## src/rtl/shift_deserializer.sv

```systemverilog
// shift_deserializer: collects WIDTH/LANES serial beats of LANES bits into a
// WIDTH-bit word. Shift order is selected by MSB_FIRST. The finished word sits
// in its own output register so the next frame can fill behind it, and the
// serial side only stalls when a completing beat would overwrite an unconsumed
// word.
module shift_deserializer #(
    parameter int WIDTH     = 16,
    parameter int LANES     = 1,
    parameter int MSB_FIRST = 0,
    localparam int BEATS    = WIDTH / LANES,
    localparam int CNT_W    = (BEATS > 1) ? $clog2(BEATS) : 1
) (
    input  logic             clk,
    input  logic             clr_n,
    input  logic             flush,
    input  logic             s_valid,
    input  logic [LANES-1:0] s_in,
    output logic             s_ready,
    output logic [WIDTH-1:0] p_out,
    output logic             p_valid,
    input  logic             p_ready,
    output logic [CNT_W-1:0] beat_cnt
);

    // A partial last beat could never be assembled into a whole word.
    if ((LANES < 1) || (LANES > WIDTH) || (WIDTH % LANES != 0)) begin : g_bad_params
        $fatal(1, "shift_deserializer: WIDTH must be a positive multiple of LANES");
    end

    localparam logic [CNT_W-1:0] LAST_CNT = CNT_W'(BEATS - 1);

    logic [WIDTH-1:0] sr;
    logic [WIDTH-1:0] sr_shifted;
    logic             last_beat;
    logic             accept;
    logic             consume;

    // Shift the current contents by one beat and insert the new beat at the
    // entry end. Shifting by WIDTH (LANES == WIDTH) yields zero, so a
    // single-beat frame is simply the beat itself.
    function automatic logic [WIDTH-1:0] shift_in(input logic [WIDTH-1:0] cur,
                                                  input logic [LANES-1:0] beat);
        logic [WIDTH-1:0] ext;
        ext            = '0;
        ext[LANES-1:0] = beat;
        if (MSB_FIRST != 0) begin
            return (cur << LANES) | ext;
        end
        return (cur >> LANES) | (ext << (WIDTH - LANES));
    endfunction

    // Handshake decode; s_ready depends combinationally on p_ready so a
    // waiting completion is accepted in the very cycle the consumer frees it.
    always_comb begin
        last_beat  = (beat_cnt == LAST_CNT);
        s_ready    = !clr_n || (!flush && !(last_beat && p_valid && !p_ready));
        accept     = s_valid && s_ready;
        consume    = p_valid && p_ready;
        sr_shifted = shift_in(sr, s_in);
    end

    // Frame assembly: shift register and beat counter.
    always_ff @(posedge clk or negedge clr_n) begin
        if (!clr_n) begin
            sr       <= '0;
            beat_cnt <= '0;
        end else if (flush) begin
            sr       <= '0;
            beat_cnt <= '0;
        end else if (accept) begin
            sr <= sr_shifted;
            if (last_beat) begin
                beat_cnt <= '0;
            end else begin
                beat_cnt <= beat_cnt + CNT_W'(1);
            end
        end
    end

    // Output register: a completion loads a new word (even when the old one is
    // consumed in the same cycle, so there is no bubble); a plain consume
    // just clears the valid flag and leaves the data in place.
    always_ff @(posedge clk or negedge clr_n) begin
        if (!clr_n) begin
            p_out   <= '0;
            p_valid <= 1'b0;
        end else if (flush) begin
            p_out   <= '0;
            p_valid <= 1'b0;
        end else if (accept && last_beat) begin
            p_out   <= sr_shifted;
            p_valid <= 1'b1;
        end else if (consume) begin
            p_valid <= 1'b0;
        end
    end

endmodule

```

## config.mk

```make
export PLATFORM = sky130hd
export DESIGN_NAME = shift_deserializer
export DESIGN_NICKNAME = d
export VERILOG_FILES = /design/src/rtl/shift_deserializer.sv
export SDC_FILE = /design/constraint.sdc
export NUM_CORES = 1
export LEC_CHECK = 0
export BUFFER_PORTS_ARGS = -buffer_cell sky130_fd_sc_hd__buf_4
export CORE_MARGIN = 1
export CORE_UTILIZATION = 58
export CTS_BUF_LIST = sky130_fd_sc_hd__clkbuf_2 sky130_fd_sc_hd__clkbuf_4 sky130_fd_sc_hd__clkbuf_8
export CTS_CLUSTER_SIZE = 25
export DETAILED_ROUTE_END_ITERATION = 16
export PLACE_DENSITY = 0.81
export SLEW_MARGIN = 20
export SYNTH_ARGS = -nofsm -noshare
export SYNTH_HDL_FRONTEND = slang
export SYNTH_SLANG_ARGS = --single-unit
```

## constraint.sdc

```tcl
create_clock -name clk -period 1.69 [get_ports clk]
set_input_delay 0.0845 -clock clk [delete_from_list [all_inputs] [get_ports clk]]
set_output_delay 0.0845 -clock clk [all_outputs]
set_load 0.01 [all_outputs]
```

# Word level (Yosys, flattened, before mapping)

Index checks and enable logic that the tools add are counted.
W data, S select, Z words.

RAM bits: 0
Latch bits: 0
Memories: 0
Flip-flop bits (word level): 37
Logic and storage cells: 31
Output and inout bits: 22
Bits in read-only memories: 0

$mul: 0
Add/subtract/negate cells: 1
Bitwise logic cells: 1
Eq/ne operators: 1
Magnitude comparators: 0
Reductions and logical operators: 14
Multiplexer cells: 10
Shift operators: 0
Divide/modulo/power cells: 0

Operators by type and width:

| cell                  | count |
|---|---|
| $mux W16              | 4 |
| $or A15 B16 Y16       | 1 |
| $mux W4               | 3 |
| $logic_and A1 B1 Y1   | 6 |
| $add A4 B1 Y4 const B | 1 |
| $eq A4 B4 Y1 const B  | 1 |
| $logic_not A1 Y1      | 4 |
| $reduce_bool A2 Y1    | 2 |
| $mux W1               | 3 |
| $reduce_bool A3 Y1    | 1 |
| $logic_or A1 B1 Y1    | 1 |

# Depth between registers and ports, before layout

Gate-level depths: netlist (run 1).

Depth after elaboration: 10
Gate-level depth with buffers: 5
Gate-level depth less buffers: 4

# Worst setup path after synthesis (run 1)

Ideal clock, no wire load.

Path kind: reg2reg
Start point: register beat_cnt[0]
End point: register sr[5]
Period minus slack after synthesis: 1.465 ns
Arrival time: 1.386 ns
Setup slack: 0.225 ns
Required time: 1.611 ns
Cell stages (with the launch flop): 6
Path through: dfrtp_1 -> ha_1 -> nand3_2 -> o21ai_4 -> buf_8 -> mux2i_1

Longest elaborated chain between the ends: 8

RTL lines:

| what                                | line | RTL |
|---|---|---|
| from (decl)                         | 22   | `output logic [CNT_W-1:0] beat_cnt` |
| from (signal assigned)              | 75   | `beat_cnt <= beat_cnt + CNT_W'(1);` |
| $eq A4 B4 Y1                        | 55   | `last_beat = (beat_cnt == LAST_CNT);` |
| $logic_and A1 B1 Y1 (2 in series)   | 56   | `s_ready = !clr_n \|\| (!flush && !(last_beat && p_valid && !p_ready));` |
| $logic_not A1 Y1                    | 56   |  |
| $logic_and A1 B1 Y1                 | 56   |  |
| $logic_or A1 B1 Y1                  | 56   |  |
| $logic_and A1 B1 Y1                 | 57   | `accept = s_valid && s_ready;` |
| $reduce_bool A2 Y1 (no source line) | -    |  |
| to (signal assigned)                | 71   | `sr <= sr_shifted;` |
| to (decl)                           | 32   | `logic [WIDTH-1:0] sr;` |

Every way passes these cells.
A chain may end at the register's enable or synchronous reset.

# Worst setup path in the final report (run 1)

Start point: register beat_cnt[1]
End point: output s_ready

Longest elaborated chain between the ends: 6

RTL lines:

| what                              | line | RTL |
|---|---|---|
| $eq A4 B4 Y1                      | 55   |  |
| $logic_and A1 B1 Y1 (2 in series) | 56   |  |
| $logic_not A1 Y1                  | 56   |  |
| $logic_and A1 B1 Y1               | 56   |  |
| $logic_or A1 B1 Y1                | 56   |  |
| to (decl)                         | 18   | `output logic s_ready,` |

Every way passes these cells.

==> results.sh, run 1 <==
export IMPL_status="finished, final reports clean"
export IMPL_async_flop_share_pct=100
export IMPL_grt_overflow=0
export IMPL_grt_pass1_vias=1189
export IMPL_cts_root_buf="clkbuf_4"
export IMPL_wl_per_cell_um=15.1
export IMPL_row_count=19
export IMPL_synth_area_per_cell_sq_um=11.0
export IMPL_switchingPower_mw=0.355
export IMPL_p_int_mw=1.31
export IMPL_cts_buffer_depth=2
export IMPL_p_clk_share_pct=40.8
export IMPL_rsz0062_at_grt="no"
export IMPL_seq_area_frac_synth_pct=53.1
export IMPL_yosysTopAreaCell="dfrtp_1"
export IMPL_period_share_pct=92.6
export IMPL_fin_nets=192
export IMPL_wirelength_um=3270
export IMPL_num_antenna_cells=0
export IMPL_worstHoldPathType="primary input to flop"
export IMPL_p_leak_nw=0.981
export IMPL_die_area_sq_um=3150
export IMPL_synth_edff_count=0
export IMPL_place_congestion=0.794
export IMPL_finalNonFillerCells=217
export IMPL_setup_viol=0
export IMPL_syn_cell_area_sq_um=1700
export IMPL_dp_cells=206
export IMPL_cp_start_kind="flop"
export IMPL_drtIter0Drc=31
export IMPL_critPathRequiredTime_ps=1610
export IMPL_antenna_found_initial=0
export IMPL_path_clk_slew_ps=100
export IMPL_timing_hold_ws_ps=41.6
export IMPL_p_per_area_nw_per_um2=812
export IMPL_crit_type="flop to primary output"
export IMPL_yosys_top_cells_area="dfrtp_1 (53%), mux2i_1 (10%), nand2b_1 (7.4%)"
export IMPL_drtAntennaViolNets=0
export IMPL_power_frac_seq_pct=52.6
export IMPL_vdd_drop_max_mv=0.785
export IMPL_design_area_sq_um=2050
export IMPL_min_period_ps=1570
export IMPL_drive_gt1_share_pct=26.3
export IMPL_port_buffer_count=27
export IMPL_critPathArrivalTime_ps=1480
export IMPL_placed_area_sq_um=1920
export IMPL_swShare_pct=21.3
export IMPL_cp_max_fo=5
export IMPL_design_core_area_sq_um=2760
export IMPL_route_detailed_drc=0
export IMPL_synthCells=154
export IMPL_grt_max_degree=41
export IMPL_gr_usage_all_layers_pct=23.8
export IMPL_place_detailed_hpwl_um=2190
export IMPL_yosysWarningCount=0
export IMPL_dr_pass1_iters=4
export IMPL_ys_seq_elements=36
export IMPL_area_growth_pct=20.9
export IMPL_io_pins=28
export IMPL_hold_viol=0
export IMPL_finalClockSkew_ps=10.9
export IMPL_slew_headroom_pct=77.8
export IMPL_syn_nets=161
export IMPL_num_vias=1211
export IMPL_initial_core_util_pct=61.6
export IMPL_cts_buffers=5
export IMPL_setup_tns_ps=0
export IMPL_die_x_um=56.1
export IMPL_numClockSinks=36
export IMPL_cp_end_kind="primary output"
export IMPL_maxSlewViolCount=0
export IMPL_die_y_um=56.1
export IMPL_ys_types=25
export IMPL_max_freq_ghz=0.639
export IMPL_yosysTopAreaCellShare_pct=53.1
export IMPL_vias_per_cell=5.58
export IMPL_cts_tree="done"
export IMPL_synthFlopType="dfrtp_1"
export IMPL_clk_latency_ps=350
export IMPL_ctsHtreeMaxLevel=2
export IMPL_grt_pass1_wl_um=5580
export IMPL_cap_viol_max_count=0
export IMPL_combPwrFrac_pct=6.6
export IMPL_worst_pin_slew_ps=334
-- layer usage --
metal	up-vias	part of all wire (%)	track usage, %
li1	592	-	-
met1	574	46	31.1
met2	32	46	35.2
met3	13	4.5	8.37
met4	0	3.6	12.2
met5	-	0	0
-- worst max-delay path: stages, from the launching register on --
cell,delay [ps]
dfrtp_2,420
ha_2,250
nand3_4,110
nor2_1,120
o21ai_0,80
buf_4,160
-- sequential cells by signal (all words and copies together), names as in the netlist --
name,cells
beat_cnt,4
p_out,16
sr,15
p_valid,1
-- logic make-up (layout without fill, tap and decap cells) --
group,after synthesis,after routing,synth area share (%)
multiplexers,17,17,10.0
AND/OR/NAND/NOR,48,48,18.3
adder cells (fa/ha/maj),1,1,0.737
flip-flops,36,36,53.1
buffers and inverters,11,43,4.27
AO/OA/AOI/OAI,41,41,13.6
-- power by group through the flow --
| stage | clock network (mW) | logic, mW | registers (mW) |
|---|---|---|---|
| global route | 0.724 | 0.121 | 0.877 |
| global placement | 0 | 0.101 | 0.891 |
| finish | 0.680 | 0.110 | 0.876 |
| floorplan | 0 | 0.0586 | 0.893 |
| CTS | 0.699 | 0.108 | 0.876 |
| detailed placement | 0 | 0.103 | 0.892 |
-- through the flow --
stage	utilization (%)	total power [mW]	setup slack, ps
floorplan	-	0.952	225
global placement	69.5	0.991	275
detailed placement	69.5	0.995	162
CTS	73.8	1.68	10.8
global route	74.4	1.72	36.3
finish	74.4	1.67	124
-- cell type report --
type,instances,area (sq um)
Sequential cell,36,903
Multi-Input combinational cell,107,734
Fill cell,214,706
Timing Repair Buffer,35,280
Clock buffer,7,65.1
Tap cell,31,38.8
Clock inverter,1,30.0
-- placed cells by master (no fill, tap or decap) --
cell,instances
dfrtp_1,34
buf_4,32
nand2b_1,20
o21ai_1,18
nor2b_1,17
mux2i_1,17
o21ai_0,16
clkbuf_4,5
nand3_1,3
a21oi_1,3
nor2_1,2
dfrtp_2,2
clkbuf_8,2
dlygate4sd3_1,2
nand3_4,1
nand4_2,1
nand3b_1,1
nand2b_4,1
and3b_1,1
o21a_1,1
o21ai_4,1
a41oi_1,1
a211oi_2,1
nor3_1,1
ha_2,1
bufinv_16,1
buf_12,1
-- synthesized netlist by cell type, types with 2 or more instances --
| cell type | instances |
|---|---|
| dfrtp_1 | 36 |
| nand2b_1 | 20 |
| o21ai_1 | 18 |
| mux2i_1 | 17 |
| nor2b_1 | 17 |
| o21ai_0 | 16 |
| clkbuf_1 | 6 |
| a21oi_1 | 3 |
| nand3_1 | 3 |
| buf_6 | 2 |
| nor2_1 | 2 |
-- worst paths after layout --
kind                                   from     endpoint  slack [ps]  cells past startpoint
max in group asynchronous             clr_n     p_out[9]        1040                      3
worst min-delay path                s_valid  beat_cnt[0]          40                      3
worst max register to register  beat_cnt[1]  beat_cnt[3]         260                      4
worst min register to register       sr[11]    p_out[10]         570                      2
min in group asynchronous             clr_n     p_out[1]         120                      2
worst max-delay path            beat_cnt[1]      s_ready         120                      5
-- repair_timing --
item	in CTS	in global routing
hold endpoints to repair	37	0
hold buffers	2	0
pin swaps	0	0
resized for setup	1	3
buffers inserted	0	1
endpoints found under the setup margin	1	1
Note: power is estimated with default switching activity, not from simulation.
==> inputs of run 2 (changes only) <==
--- a/config.mk
+++ b/config.mk
@@ -5,13 +5,14 @@
 export SDC_FILE = /design/constraint.sdc
 export NUM_CORES = 1
 export LEC_CHECK = 0
+export ABC_AREA = 1
 export BUFFER_PORTS_ARGS = -buffer_cell sky130_fd_sc_hd__buf_4
 export CORE_MARGIN = 1
-export CORE_UTILIZATION = 58
+export CORE_UTILIZATION = 57
 export CTS_BUF_LIST = sky130_fd_sc_hd__clkbuf_2 sky130_fd_sc_hd__clkbuf_4 sky130_fd_sc_hd__clkbuf_8
 export CTS_CLUSTER_SIZE = 25
 export DETAILED_ROUTE_END_ITERATION = 16
-export PLACE_DENSITY = 0.81
+export PLACE_DENSITY = 0.8
 export SLEW_MARGIN = 20
 export SYNTH_ARGS = -nofsm -noshare
 export SYNTH_HDL_FRONTEND = slang
==> run 2 against run 1 <==
  * Clock power decreased by 11%
  * First-iteration DRC count grew 55%
  * Cell count up 13%
  * Register-to-register slack lost 130 ps
  * Final area fell by 4.9%
  * Global-route usage is 3.9 points higher
  * Critical path type unchanged
  * Critical path depth unchanged
  * Maximum frequency increased by 0.19%
  * Flip-flop and latch count unchanged
==> results.sh, run 2 <==
export IMPL_place_detailed_hpwl_um=2260
export IMPL_synth_adder_area_share_pct=0.801
export IMPL_finalPower_mw=1.63
export IMPL_regMostFlops="p_out"
export IMPL_io_pins=28
export IMPL_dp_cells=231
export IMPL_syn_cell_area_sq_um=1560
export IMPL_row_count=18
export IMPL_num_antenna_cells=0
export IMPL_wirelength_um=3520
export IMPL_synth_simple_area_share_pct=32.9
export IMPL_drive_gt1_share_pct=24.2
export IMPL_layout_common_cells="nand2_1 (68), dfrtp_1 (36), buf_4 (36), nand3_1 (33)"
export IMPL_clk_latency_ps=330
export IMPL_crit_path_start="beat_cnt[1]"
export IMPL_yosysWarningCount=0
export IMPL_dp_slack_ps=38.1
export IMPL_synthCells=178
export IMPL_hold_viol=0
export IMPL_reg2reg_depth=9
export IMPL_numClockSinks=36
export IMPL_timing_rr_end="sr[6]"
export IMPL_gr_usage_all_layers_pct=27.7
export IMPL_cp_end_kind="primary output"
export IMPL_die_area_sq_um=2950
export IMPL_min_to="p_valid"
export IMPL_worstHoldPathCells=4
export IMPL_synth_top_family_by_area="simple AND/OR/NAND/NOR gates"
export IMPL_layout_commonest_cell="nand2_1"
export IMPL_synth_edff_count=0
export IMPL_synthFlopType="dfrtp_1"
export IMPL_reg2reg_from="beat_cnt[1]"
export IMPL_cpMaxStageDelayCell="dfrtp_1"
export IMPL_ctsHtreeMaxLevel=2
export IMPL_p_leak_nw=1.12
export IMPL_synth_most_common_cell="nand2_1"
export IMPL_synth_xor_area_share_pct=1.12
export IMPL_yosysTopAreaCellShare_pct=57.7
export IMPL_synth_area_per_cell_sq_um=8.77
export IMPL_cp_max_fo=7
export IMPL_grt_pass1_vias=1276
export IMPL_design_area_sq_um=1950
export IMPL_register_area_sq_um=901
export IMPL_grt_pass1_wl_um=5620
export IMPL_grt_overflow=0
export IMPL_ys_types=19
export IMPL_dr_pass1_iters=4
export IMPL_cts_tree="done"
export IMPL_p_per_area_nw_per_um2=834
export IMPL_worst_pin_slew_ps=263
export IMPL_timing_hold_ws_ps=58.5
export IMPL_worstHoldPathType="primary input to flop"
export IMPL_route_detailed_drc=0
export IMPL_die_y_um=54.3
export IMPL_finalClockSkew_ps=11.7
export IMPL_num_vias=1395
export IMPL_cp_start_kind="flop"
export IMPL_port_buffer_count=27
export IMPL_finalNonFillerCells=245
export IMPL_ys_top_cells_by_count="nand2_1 (68), dfrtp_1 (36), nand3_1 (34), inv_1 (6), nand4_1 (6)"
export IMPL_fin_nets=221
export IMPL_final_fill_count=169
export IMPL_placed_area_sq_um=1790
export IMPL_yosysTopAreaCell="dfrtp_1"
export IMPL_die_x_um=54.3
export IMPL_crit_type="flop to primary output"
export IMPL_maxSlewViolCount=0
export IMPL_slew_headroom_pct=82.5
export IMPL_ys_seq_elements=36
export IMPL_status="finished, final reports clean"
export IMPL_path_clk_slew_ps=100
export IMPL_vias_per_cell=5.69
export IMPL_critPathArrivalTime_ps=1480
export IMPL_multi_input_area_sq_um=598
export IMPL_drtAntennaViolNets=0
export IMPL_min_delay_start="p_ready"
export IMPL_largest_reg_flops=16
export IMPL_path_cells="ha_1 > nand3_2 > nand2_1 > nand3_4 > buf_4"
export IMPL_cts_buffers=5
export IMPL_critPathTopFamily="flip-flops"
export IMPL_wl_per_cell_um=14.4
export IMPL_yosys_top_cells_area="dfrtp_1 (58%), nand2_1 (16%), nand3_1 (11%)"
export IMPL_antenna_found_initial=0
export IMPL_design_core_area_sq_um=2520
export IMPL_vdd_drop_max_mv=0.966
export IMPL_top_regs="p_out: 16 flops, sr: 15 flops, beat_cnt: 4 flops"
export IMPL_fin_ws_ps=127
export IMPL_setup_tns_ps=0
export IMPL_async_flop_share_pct=100
export IMPL_synthMuxAreaShare_pct=0
export IMPL_cts_root_buf="clkbuf_4"
export IMPL_min_period_ps=1560
export IMPL_cap_viol_max_count=0
export IMPL_slowest_delay_ps=390
export IMPL_max_freq_ghz=0.640
export IMPL_critPathRequiredTime_ps=1610
export IMPL_period_share_pct=92.5
export IMPL_rrSetupSlack_ps=130
export IMPL_place_congestion=0.827
export IMPL_drtIter0Drc=48
export IMPL_post_route_util_pct=77.3
export IMPL_crit_buf_inv=1
export IMPL_syn_nets=185
export IMPL_initial_core_util_pct=61.9
export IMPL_area_growth_pct=24.9
export IMPL_synth_compound_area_share_pct=1.92
export IMPL_seq_area_frac_synth_pct=57.7
export IMPL_grt_max_degree=28
export IMPL_cts_buffer_depth=2
export IMPL_setup_viol=0
-- run 2: cell count changes in the layout (fill, tap and decap cells not counted), sizes merged, moves of 5 or more --
cell	previous run	this run
nand2	0	69
nand3	4	36
mux2i	17	0
o21ai	35	6
nor2b	17	0
nand4	1	6
nand2b	21	0
inv	0	9
-- run 2: layout make-up --
cell class / count / area share (%)
Multi-Input combinational cell: 123 / 30.7
Clock buffer: 6 / 2.31
Timing Repair Buffer: 39 / 15.4
Clock inverter: 2 / 1.80
Sequential cell: 36 / 46.2
Inverter: 9 / 1.73
Tap cell: 30 / 1.92
-- run 2: per-layer routing --
layer | up-vias | part of all wire, % | global-route usage, %
met1 | 675 | 43 | 34.0
met2 | 53 | 49 | 43.5
met5 | - | 0 | 0
li1 | 650 | - | -
met4 | 0 | 3.0 | 17.9
met3 | 17 | 4.6 | 6.39
-- run 2: how the worst max path moves through the flow --
stage                     depth (start not counted)  slack, ps        end
after global routing                              5         -1    s_ready
after detailed placement                          7         40   p_out[0]
after floorplan                                   8        140  p_out[10]
final                                             5        130    s_ready
after global placement                            7        130   p_out[8]
after CTS                                         7         20   p_out[7]
-- run 2: report_power, final --
group | leakage (nW) | switching, mW | internal (mW)
sequential | 0.499 | 0.00886 | 0.872
combinational | 0.580 | 0.0884 | 0.0539
clock | 0.0456 | 0.279 | 0.326
total | 1.12 | 0.376 | 1.25
-- run 2: timing repair --
| item | in CTS | in global routing |
|---|---|---|
| hold endpoints to repair | 37 | 1 |
| endpoints found under the setup margin | 0 | 29 |
| hold buffers | 2 | 1 |
| buffers inserted | 0 | 3 |
| resized for setup | 0 | 4 |
-- run 2: cells by family (layout without fill, tap and decap cells) --
logic type / after synthesis / count (layout)
AND/OR/NAND/NOR: 114 / 114
flip-flops: 36 / 36
buffers and inverters: 19 / 56
AO/OA/AOI/OAI: 6 / 6
XOR/XNOR: 2 / 2
adder cells (fa/ha/maj): 1 / 1
-- run 2: worst reg2reg max path, delay by kind of cell (launching register included) --
kind,cells,cell delay (ps)
AND/OR/NAND/NOR,7,710
flip-flops,1,390
adder cells (fa/ha/maj),1,200
buffers and inverters,1,150
